**src/rtl/lpc_host.sv**
```systemverilog
// LPC host for TPM locality cycles: drives one I/O read/write frame on LAD/LFRAME#.
// Latency: 13 cycles accept-to-done with zero wait states, +1 per SYNC wait cycle.
// Backpressure: start is accepted only while busy=0 (never in the done cycle); no queueing.
//
// Ports:
//   clk, reset          single clock, asynchronous active-high reset
//   start/write/addr/wdata   request, captured in the accept cycle (start=1, busy=0)
//   busy, done, error, rdata status; done is a one-cycle pulse, error/rdata valid with done
//   frame, outAd, enable     LFRAME# (active low), LAD drive value and LAD output enable
//   inAd                     LAD as seen on the bus (sampled during SYNC and read data)
module lpc_host #(
  parameter int unsigned SYNC_TIMEOUT = 16
) (
  input  logic        clk,
  input  logic        reset,
  input  logic        start,
  input  logic        write,
  input  logic [15:0] addr,
  input  logic [7:0]  wdata,
  output logic        busy,
  output logic        done,
  output logic        error,
  output logic [7:0]  rdata,
  output logic        frame,
  output logic [3:0]  outAd,
  output logic        enable,
  input  logic [3:0]  inAd
);

  typedef enum logic [3:0] {
    ST_IDLE,
    ST_START,
    ST_CTDIR,
    ST_ADDR,
    ST_WDATA,
    ST_TAR_H,
    ST_SYNC,
    ST_RDATA,
    ST_TAR_P,
    ST_ABORT
  } state_t;

  localparam logic [3:0] LAD_IDLE   = 4'b1111;
  localparam logic [3:0] LAD_START  = 4'b0101;
  localparam logic [3:0] SYNC_READY = 4'b0000;
  localparam logic [3:0] SYNC_ERROR = 4'b1010;
  // Value of the SYNC counter on the last SYNC cycle allowed before aborting.
  localparam logic [7:0] SYNC_LAST  = 8'(SYNC_TIMEOUT - 1);

  state_t      state;
  logic [1:0]  ph;         // cycle index inside multi-cycle states
  logic [7:0]  sync_cnt;   // consecutive SYNC wait cycles seen so far
  logic        wr_q;
  logic [15:0] addr_q;     // shifted left one nibble per address cycle
  logic [7:0]  wdata_q;

  // Every output is registered: each branch loads the bus values for the
  // state being entered, so they appear in the same cycle as that state.
  always_ff @(posedge clk or posedge reset) begin
    if (reset) begin
      state    <= ST_IDLE;
      ph       <= 2'd0;
      sync_cnt <= 8'd0;
      wr_q     <= 1'b0;
      addr_q   <= 16'h0000;
      wdata_q  <= 8'h00;
      busy     <= 1'b0;
      done     <= 1'b0;
      error    <= 1'b0;
      rdata    <= 8'h00;
      frame    <= 1'b1;
      enable   <= 1'b0;
      outAd    <= LAD_IDLE;
    end else begin
      done <= 1'b0;
      unique case (state)
        ST_IDLE: begin
          frame  <= 1'b1;
          enable <= 1'b0;
          outAd  <= LAD_IDLE;
          if (start) begin
            wr_q    <= write;
            addr_q  <= addr;
            wdata_q <= wdata;
            error   <= 1'b0;
            busy    <= 1'b1;
            frame   <= 1'b0;
            enable  <= 1'b1;
            outAd   <= LAD_START;
            state   <= ST_START;
          end
        end

        ST_START: begin
          frame <= 1'b1;
          outAd <= {2'b00, wr_q, 1'b0};
          state <= ST_CTDIR;
        end

        ST_CTDIR: begin
          outAd  <= addr_q[15:12];
          addr_q <= {addr_q[11:0], 4'h0};
          ph     <= 2'd0;
          state  <= ST_ADDR;
        end

        ST_ADDR: begin
          if (ph == 2'd3) begin
            ph <= 2'd0;
            if (wr_q) begin
              outAd <= wdata_q[3:0];
              state <= ST_WDATA;
            end else begin
              outAd <= LAD_IDLE;
              state <= ST_TAR_H;
            end
          end else begin
            ph     <= ph + 2'd1;
            outAd  <= addr_q[15:12];
            addr_q <= {addr_q[11:0], 4'h0};
          end
        end

        ST_WDATA: begin
          if (ph == 2'd0) begin
            ph    <= 2'd1;
            outAd <= wdata_q[7:4];
          end else begin
            ph    <= 2'd0;
            outAd <= LAD_IDLE;
            state <= ST_TAR_H;
          end
        end

        // First turnaround cycle drives 1111, second releases the bus.
        ST_TAR_H: begin
          if (ph == 2'd0) begin
            ph     <= 2'd1;
            enable <= 1'b0;
          end else begin
            ph       <= 2'd0;
            sync_cnt <= 8'd0;
            state    <= ST_SYNC;
          end
        end

        ST_SYNC: begin
          if (inAd == SYNC_READY || inAd == SYNC_ERROR) begin
            error    <= (inAd == SYNC_ERROR);
            ph       <= 2'd0;
            sync_cnt <= 8'd0;
            state    <= wr_q ? ST_TAR_P : ST_RDATA;
          end else if (sync_cnt == SYNC_LAST) begin
            // Peripheral never answered: claim the bus back with LFRAME#.
            frame    <= 1'b0;
            enable   <= 1'b1;
            outAd    <= LAD_IDLE;
            ph       <= 2'd0;
            sync_cnt <= 8'd0;
            state    <= ST_ABORT;
          end else if (sync_cnt != 8'hFF) begin
            sync_cnt <= sync_cnt + 8'd1;
          end
        end

        // Data is taken even after an error SYNC; error travels separately.
        ST_RDATA: begin
          if (ph == 2'd0) begin
            ph         <= 2'd1;
            rdata[3:0] <= inAd;
          end else begin
            ph         <= 2'd0;
            rdata[7:4] <= inAd;
            state      <= ST_TAR_P;
          end
        end

        ST_TAR_P: begin
          if (ph == 2'd0) begin
            ph   <= 2'd1;
            done <= 1'b1;
          end else begin
            ph    <= 2'd0;
            busy  <= 1'b0;
            state <= ST_IDLE;
          end
        end

        ST_ABORT: begin
          ph <= ph + 2'd1;
          if (ph == 2'd2) begin
            done  <= 1'b1;
            error <= 1'b1;
          end
          if (ph == 2'd3) begin
            ph     <= 2'd0;
            frame  <= 1'b1;
            enable <= 1'b0;
            outAd  <= LAD_IDLE;
            busy   <= 1'b0;
            state  <= ST_IDLE;
          end
        end

        default: begin
          ph    <= 2'd0;
          state <= ST_IDLE;
        end
      endcase
    end
  end

endmodule

```
**config.mk**
```make
export PLATFORM = sky130hd
export DESIGN_NAME = lpc_host
export DESIGN_NICKNAME = d
export VERILOG_FILES = /design/src/rtl/lpc_host.sv
export SDC_FILE = /design/constraint.sdc
export NUM_CORES = 1
export LEC_CHECK = 0
export CORE_MARGIN = 1.5
export CORE_UTILIZATION = 49
export DETAILED_ROUTE_END_ITERATION = 8
export PLACE_DENSITY = 0.77
export SYNTH_ARGS = -nofsm -noshare
export SYNTH_HDL_FRONTEND = slang
export SYNTH_SLANG_ARGS = --single-unit
```
**constraint.sdc**
```tcl
create_clock -name clk -period 1.7 [get_ports clk]
set_clock_uncertainty 0.15 [all_clocks]
set_input_delay 0.255 -clock clk [delete_from_list [all_inputs] [get_ports clk]]
set_output_delay 0.255 -clock clk [all_outputs]
set_load 0.03 [all_outputs]
```
After elaboration in Yosys (flattened, before gate mapping) --
Cells that the tools add are included.
Word-level totals: register bits 56, bits of input ports 32
Operators by class: add/sub/neg operators 2, multiplexer cells 54, reductions and logical operators 26, equal/unequal tests 29, bitwise operators 2
Operator list (count):
- $mux W4 | 17
- $pmux W16 S3 | 1
- $pmux W4 S10 | 1
- $mux W16 | 2
- $mux W8 | 4
- $pmux W4 S7 | 1
- $ne A2 B2 Y1 const B | 13
- $mux W1 | 18
- $eq A4 B3 Y1 const B | 4
- $pmux W8 S2 | 1
- $reduce_and A4 Y1 | 4
- $eq A4 B4 Y1 const B | 3
- $reduce_bool A3 Y1 | 3
- $add A8 B1 Y8 const B | 1
- $eq A4 B2 Y1 const B | 2
- $eq A8 B4 Y1 const B | 1
- $logic_not A4 Y1 | 2
- $ne A8 B8 Y1 const B | 1
- $pmux W1 S4 | 2
- $pmux W2 S4 | 1
- $reduce_and A2 Y1 | 4
- $reduce_and A8 Y1 | 1
- $reduce_bool A4 Y1 | 2
- $reduce_bool A7 Y1 | 1
- other kinds (16) | 23

Depth between registers and ports, before layout --
Gate-level depths: netlist of run 1.
depth after elaboration 5, gate-level depth with buffers 8, depth with buffers taken out 7

Worst setup path after synthesis of run 1 --
OpenSTA, ideal clock, no wires.
path type flip-flop to flip-flop, start register ph[0], end register sync_cnt[5], stages on the path, launching flop included 9, arrival 1623 ps, required time 1429 ps, clock period less this slack 1894 ps, slack -194 ps, cells stage by stage dfrtp_1 -> inv_1 -> ha_1 -> clkbuf_1 -> nor3b_2 -> o21ai_1 -> a31oi_4 -> o21ai_1 -> a22o_1
Between the ends: cells in the longest elaborated chain, start to end 3
RTL lines:
- start, declared | line 51 | logic [1:0] ph;
- start signal, assigned | line 118 | ph <= ph + 2'd1;
- start signal, assigned | line 190 | ph <= ph + 2'd1;
- $logic_not A2 Y1 | line 137 | if (ph == 2'd0) begin
- $ne A2 B2 Y1 (no line)
- $reduce_and A3 Y1 (no line)
- end signal, assigned | line 162 | sync_cnt <= sync_cnt + 8'd1;
- end, declared | line 52 | logic [7:0] sync_cnt;
Every way passes these cells. A chain may end at the register's enable or synchronous reset.

Worst setup path in the final report of run 1 --
start register ph[1], end register outAd[1]
Between the ends: cells in the longest elaborated chain, start to end 3, elaborated cells on any way between the ends 7
RTL lines:
- $eq A2 B2 Y1 / $logic_not A2 Y1 (equally long branches) | line 108, 195, 125
- $mux W4, or another cell as far along | line 108 | if (ph == 2'd3) begin
- $pmux W4 S7 / $reduce_and A4 Y1 (equally long branches)
- end signal, assigned | line 111 | outAd <= wdata_q[3:0];
- end signal, assigned | line 119 | outAd <= addr_q[15:12];
- end signal, assigned | line 127 | outAd <= wdata_q[7:4];
- end, declared | line 25 | output logic [3:0] outAd,
Parallel ways exist; a longest one is shown, timed or not.

==> qor.txt, run 1 <==
status: complete, but fails checks
failing checks: setup timing
post-synthesis cell type count: 62
HPWL Detailed: 6200 um
leakage: 2.33 nW
count leader, synth: dfrtp_1
Post-route DRC: 0
Yosys top cell area share: 40.0%
FILL cells: 381
final setup vio count: 45
initial core utilization: 50.5%
DIE HEIGHT: 83.7 um
Avg Inst Size Synth: 9.75 sq um
die width: 83.7 um
Synth Flop Type: dfrtp_1
element type at the critical path start: flop
area of the mapped netlist: 3190 sq um
Iter 0 DRT Violations: 222
Tcrit/Tclk final: 111%
hold slack: 0.207 ns
post-cts hold buffer count: 0
layout cell share with drive strength beyond 1: 47.7%
area of the multi-input gates: 2080 sq um
Core Region: 6310 sq um
drt pass-1 iters: 5
Async S/R FF share, synth: 100%
initial antenna violation count: 0
final hold vios: 0
Ports: 49
Routed Antenna Nets: 0
most instantiated cells after synthesis: dfrtp_1 (51), nand2_1 (38), o21ai_0 (28)
Rel. slew slack: 75.5%
Post-synth EDFFs: 0
Post-Synthesis Cells: 327
grt ovf: 0
antenna diode count: 0
Total GRT Usage: 26.2%
Pint: 5.82 mW
clock-pin slew on the worst setup and hold paths: 0.10 ns
drt wl/cell: 18.1 um
NumNets Final: 498
CTS tree: done
clock buffer depth: 2
pin count of the biggest net entering global routing: 57
H-tree Lvls: 2
syn_nets: 363
Rows: 29
Root Buffer: clkbuf_8
Post-Route WL: 9760 um
CTS buffer count: 5
Setup TNS Final: -4.43 ns
Tot Pwr: 10.1 mW
switching pwr: 4.24 mW
Cell Area, Placed: 4360 sq um
Reg power frac: 24.4%
Tmin final: 1.89 ns
Ys Warns: 0
Crit Path Category: flop to flop
Worst setup EP type: flop
Skew-Pair Late Insertion Delay: 0.31 ns
Power Density: 1980 nW/um^2
Comb power frac: 66.9%
Synth-to-Final Area Change: 59.7%
fmax: 0.530 GHz
final RePlAce weighted congestion: 0.944
actual slew at the worst max-slew pin: 0.364 ns
post-synthesis sequential area ratio: 44.2%
number of vias per cell: 5.83
Sw Ratio: 42.1%
Max Cap Viol: 0
cell accounting for the most synthesized area: dfrtp_1
# clock sinks: 56
final critical-path setup slack: -0.188 ns
Synth area leaders: dfrtp_1 (40%), mux2_2 (7.4%), nand2_1 (4.5%)
Die ar.: 7000 sq um
vias in the first global route: 3078
PortBufs: 48
clock group share of total power: 8.7%
Pins Over Slew Limit: 0
area of all sequential standard cells: 1410 sq um
CP max FO: 7
RSZ-0062 raised after global routing: yes
Worst EP required: 1.79 ns
DP Worst Slack: -0.388 ns
Min-Delay Path Class: input pin to asynchronous set/reset pin
worst path arrival time: 1.98 ns
Design Area, Final: 5090 sq um
Worst VDD drop: 0.00128 V
first-pass GRT wire length: 14800 um
Synth Register Bits: 56
total number of vias: 3146
## cell families (layout without fill, tap and decap cells)
| kind of cell | Yosys count | after routing | share of synthesized area, % |
|---|---|---|---|
| compound gates | 89 | 89 | 18.5 |
| xor+xnor | 1 | 1 | 0.510 |
| fa+ha+maj | 4 | 4 | 1.57 |
| buf+inv | 32 | 168 | 4.98 |
| flops | 56 | 56 | 44.2 |
| mux | 34 | 34 | 11.5 |
| simple gates | 111 | 111 | 18.8 |
## through the flow
stage                     util (%)  std cells
after global placement        69.1        516
after CTS                     74.9        532
after global routing          80.6        540
final                         80.6        540
after detailed placement      69.1        516
after floorplan                  -        327
## power by group through the flow
stage / clock network, mW / registers, mW / logic, mW
global route: 0.929 / 2.51 / 7.14
floorplan: 0 / 2.68 / 2.73
CTS: 0.879 / 2.35 / 5.53
finish: 0.874 / 2.45 / 6.73
detailed placement: 0 / 2.36 / 5.06
global placement: 0 / 2.33 / 4.96
## final cells by class
type	instances	area share (%)
repair buffers	146	26.3
flip-flops and latches	56	27.7
inverters	14	1.20
clock buffers	6	1.43
clock inverters	2	0.688
multi-input cells	239	40.8
well taps	77	1.89
## path summary, 6_finish.rpt
path                        endpoint     start  slack, ns  depth (start not counted)
hold reg to reg             outAd[2]  outAd[2]       0.34                          2
setup reg to reg            outAd[1]     ph[1]      -0.19                          8
hold / removal              rdata[3]     reset       0.21                          3
setup / recovery            outAd[1]     ph[1]      -0.19                          8
max in group asynchronous   outAd[1]     reset       0.89                          3
min in group clk           addr_q[3]   addr[3]       0.33                          3
## cell usage in the layout, fill, tap and decap left out, drive strengths merged, types with 2 or more instances in the layout
| cell | Yosys | routed |
|---|---|---|
| clkdlybuf4s50 | 0 | 31 |
| o31ai | 6 | 6 |
| nand3 | 9 | 9 |
| nor2b | 6 | 6 |
| o22ai | 4 | 4 |
| nand4 | 4 | 4 |
| or2 | 3 | 3 |
| a21oi | 19 | 19 |
| nand2b | 11 | 11 |
| dfrtp | 51 | 51 |
| buf | 15 | 96 |
| mux2 | 21 | 21 |
| ha | 4 | 4 |
| o21a | 3 | 3 |
| a31oi | 6 | 6 |
| o21ai | 32 | 32 |
| a32oi | 4 | 4 |
| mux2i | 13 | 13 |
| a22oi | 2 | 2 |
| dfstp | 5 | 5 |
| nor2 | 18 | 18 |
| inv | 14 | 13 |
| clkbuf | 3 | 8 |
| and3 | 2 | 2 |
| or3 | 3 | 3 |
| dlygate4sd2 | 0 | 17 |
| nor3 | 7 | 7 |
| a22o | 2 | 2 |
| and2 | 2 | 2 |
| nand2 | 38 | 38 |
## per-layer routing
| layer | track usage (%) | vias up | part of all wire, % |
|---|---|---|---|
| li1 | - | 1444 | - |
| met1 | 34.3 | 1550 | 41 |
| met2 | 44.3 | 119 | 51 |
| met3 | 3.26 | 33 | 4.7 |
| met4 | 10.4 | 0 | 3.5 |
| met5 | 0 | - | 0 |
## worst max-delay path, cell delays in order (launching register included)
cell	delay, ns
dfrtp_1	0.44
buf_6	0.15
inv_4	0.04
ha_4	0.20
nand2b_4	0.07
or2_4	0.23
a21oi_2	0.15
nand4_1	0.11
mux2_4	0.29
## sequential cells by signal (all words and copies together) (netlist names)
signal and cells:
addr_q 16, frame 1, error 1, sync_cnt 8, rdata 8, outAd 4, wr_q 1, busy 1
wdata_q 8, done 1, enable 1, ph 2, state 4
## repair_timing
action                                  in CTS  in global routing
pin swaps                                   22                 27
gates cloned                                 0                  3
gates resized for setup                     74                 80
endpoints found under the setup margin      71                 46
setup buffers                                8                  5
Note: power is estimated with default switching activity, not from simulation.
==> inputs of run 2 (changes only) <==
--- a/config.mk
+++ b/config.mk
@@ -7,6 +7,8 @@
 export LEC_CHECK = 0
 export CORE_MARGIN = 1.5
 export CORE_UTILIZATION = 49
+export CTS_BUF_LIST = sky130_fd_sc_hd__clkbuf_16
+export CTS_CLUSTER_SIZE = 8
 export DETAILED_ROUTE_END_ITERATION = 8
 export PLACE_DENSITY = 0.77
 export SYNTH_ARGS = -nofsm -noshare
==> qor.txt, run 2 (synthesis results as in run 1) <==
status: complete, but fails checks
failing checks: setup timing
Total GRT Usage: 27.2%
Root Buffer: clkbuf_16
element type at the critical path start: flop
Max Cap Viol: 0
CP max FO: 8
Setup TNS Final: -5.14 ns
clock buffer depth: 2
vias in the first global route: 3197
layout cell share with drive strength beyond 1: 43.3%
Rows: 29
HPWL Detailed: 6200 um
Largest Register: addr_q
RSZ-0062 raised after global routing: yes
post-cts hold buffer count: 0
NumNets Final: 497
Skew-Pair Late Insertion Delay: 0.29 ns
final critical-path setup slack: -0.203 ns
max FFs per register: 16
total number of vias: 3206
Iter 0 DRT Violations: 309
most common cell after layout, fill and taps aside: buf_4
Design Area, Final: 5040 sq um
Die ar.: 7000 sq um
pin count of the biggest net entering global routing: 57
clock-pin slew on the worst setup and hold paths: 0.07 ns
fmax: 0.525 GHz
CTS buffer count: 5
fin util: 79.8%
worst path arrival time: 1.93 ns
Rel. slew slack: 75.4%
grt ovf: 0
Synth-to-Final Area Change: 58.1%
Crit Path Category: flop to flop
Worst EP required: 1.73 ns
DIE HEIGHT: 83.7 um
Worst VDD drop: 0.00131 V
die width: 83.7 um
Cell Area, Placed: 4360 sq um
most frequent cells in the layout: buf_4 (74), dfrtp_1 (50), nand2_1 (33)
FILL cells: 382
Post-Route WL: 10300 um
Tot Pwr: 10.1 mW
PortBufs: 48
antenna diode count: 0
final RePlAce weighted congestion: 0.944
Min-Delay Path Class: input pin to asynchronous set/reset pin
# clock sinks: 56
Core Region: 6310 sq um
Pins Over Slew Limit: 0
leakage: 2.30 nW
Ports: 49
drt wl/cell: 19.0 um
Power Density: 2000 nW/um^2
Routed Antenna Nets: 0
initial antenna violation count: 0
Tmin final: 1.90 ns
drt pass-1 iters: 5
Post-route DRC: 0
first-pass GRT wire length: 15100 um
CTS tree: done
final setup vio count: 44
hold slack: 0.228 ns
initial core utilization: 50.5%
actual slew at the worst max-slew pin: 0.366 ns
Worst setup EP type: flop
Tcrit/Tclk final: 112%
final hold vios: 0
number of vias per cell: 5.95
H-tree Lvls: 2
-- run 2: cell count changes in the layout (fill, tap and decap cells not counted), moves of 4 or more --
| cell | before | now |
|---|---|---|
| nand2_1 | 19 | 33 |
| o21ai_1 | 9 | 21 |
| o21ai_2 | 14 | 2 |
| nand2_4 | 11 | 1 |
| clkbuf_8 | 5 | 0 |
| a21oi_1 | 14 | 10 |
| clkbuf_16 | 2 | 6 |
| nand2_2 | 8 | 4 |
-- run 2: per-layer routing --
metal	track usage, %	share of wire (%)
met5	0	0
met3	3.56	5.8
met4	12.5	4.6
met2	46.5	50
met1	34.4	39
-- run 2: path summary, 6_finish.rpt --
| path | from | end | slack, ns | cells past startpoint |
|---|---|---|---|---|
| setup / recovery | state[1] | state[3] | -0.20 | 6 |
| hold / removal | reset | rdata[3] | 0.23 | 3 |
| setup reg to reg | state[1] | state[3] | -0.20 | 6 |
| hold reg to reg | outAd[0] | outAd[0] | 0.33 | 2 |
| max in group asynchronous | reset | outAd[2] | 0.86 | 3 |
| min in group clk | outAd[0] | outAd[0] | 0.33 | 2 |
-- run 2: layout make-up --
type	count	area (sq um)	area share, %
Clock inverter	3	38.8	0.769
Timing Repair Buffer	144	1310	26.0
Clock buffer	5	125	2.48
Tap cell	77	96.3	1.91
Inverter	14	66.3	1.32
Sequential cell	56	1410	27.9
Multi-Input combinational cell	240	2000	39.6
-- run 2: where the power goes --
part           switching (mW)  internal [mW]
Sequential              0.416           1.98
Combinational            3.27           3.25
Clock                   0.471          0.688
Total                    4.16           5.92
-- run 2: critical path, cell delays in order (launching register included) --
cell,delay [ns]
dfrtp_2,0.46
buf_6,0.15
buf_8,0.13
or4_4,0.44
nand4_4,0.12
a21oi_1,0.07
a41o_1,0.26
-- run 2: what timing repair did --
item,4_1_cts,5_1_grt
cloned,0,2
setup endpoints to repair,70,48
setup buffers,11,4
pin swaps,30,17
resized for setup,80,50
-- run 2: stage by stage --
| step | instances | worst slack (ns) |
|---|---|---|
| floorplan | 327 | -0.0894 |
| global placement | 516 | -0.327 |
| detailed placement | 516 | -0.388 |
| CTS | 535 | -0.164 |
| global route | 539 | -0.257 |
| finish | 539 | -0.203 |
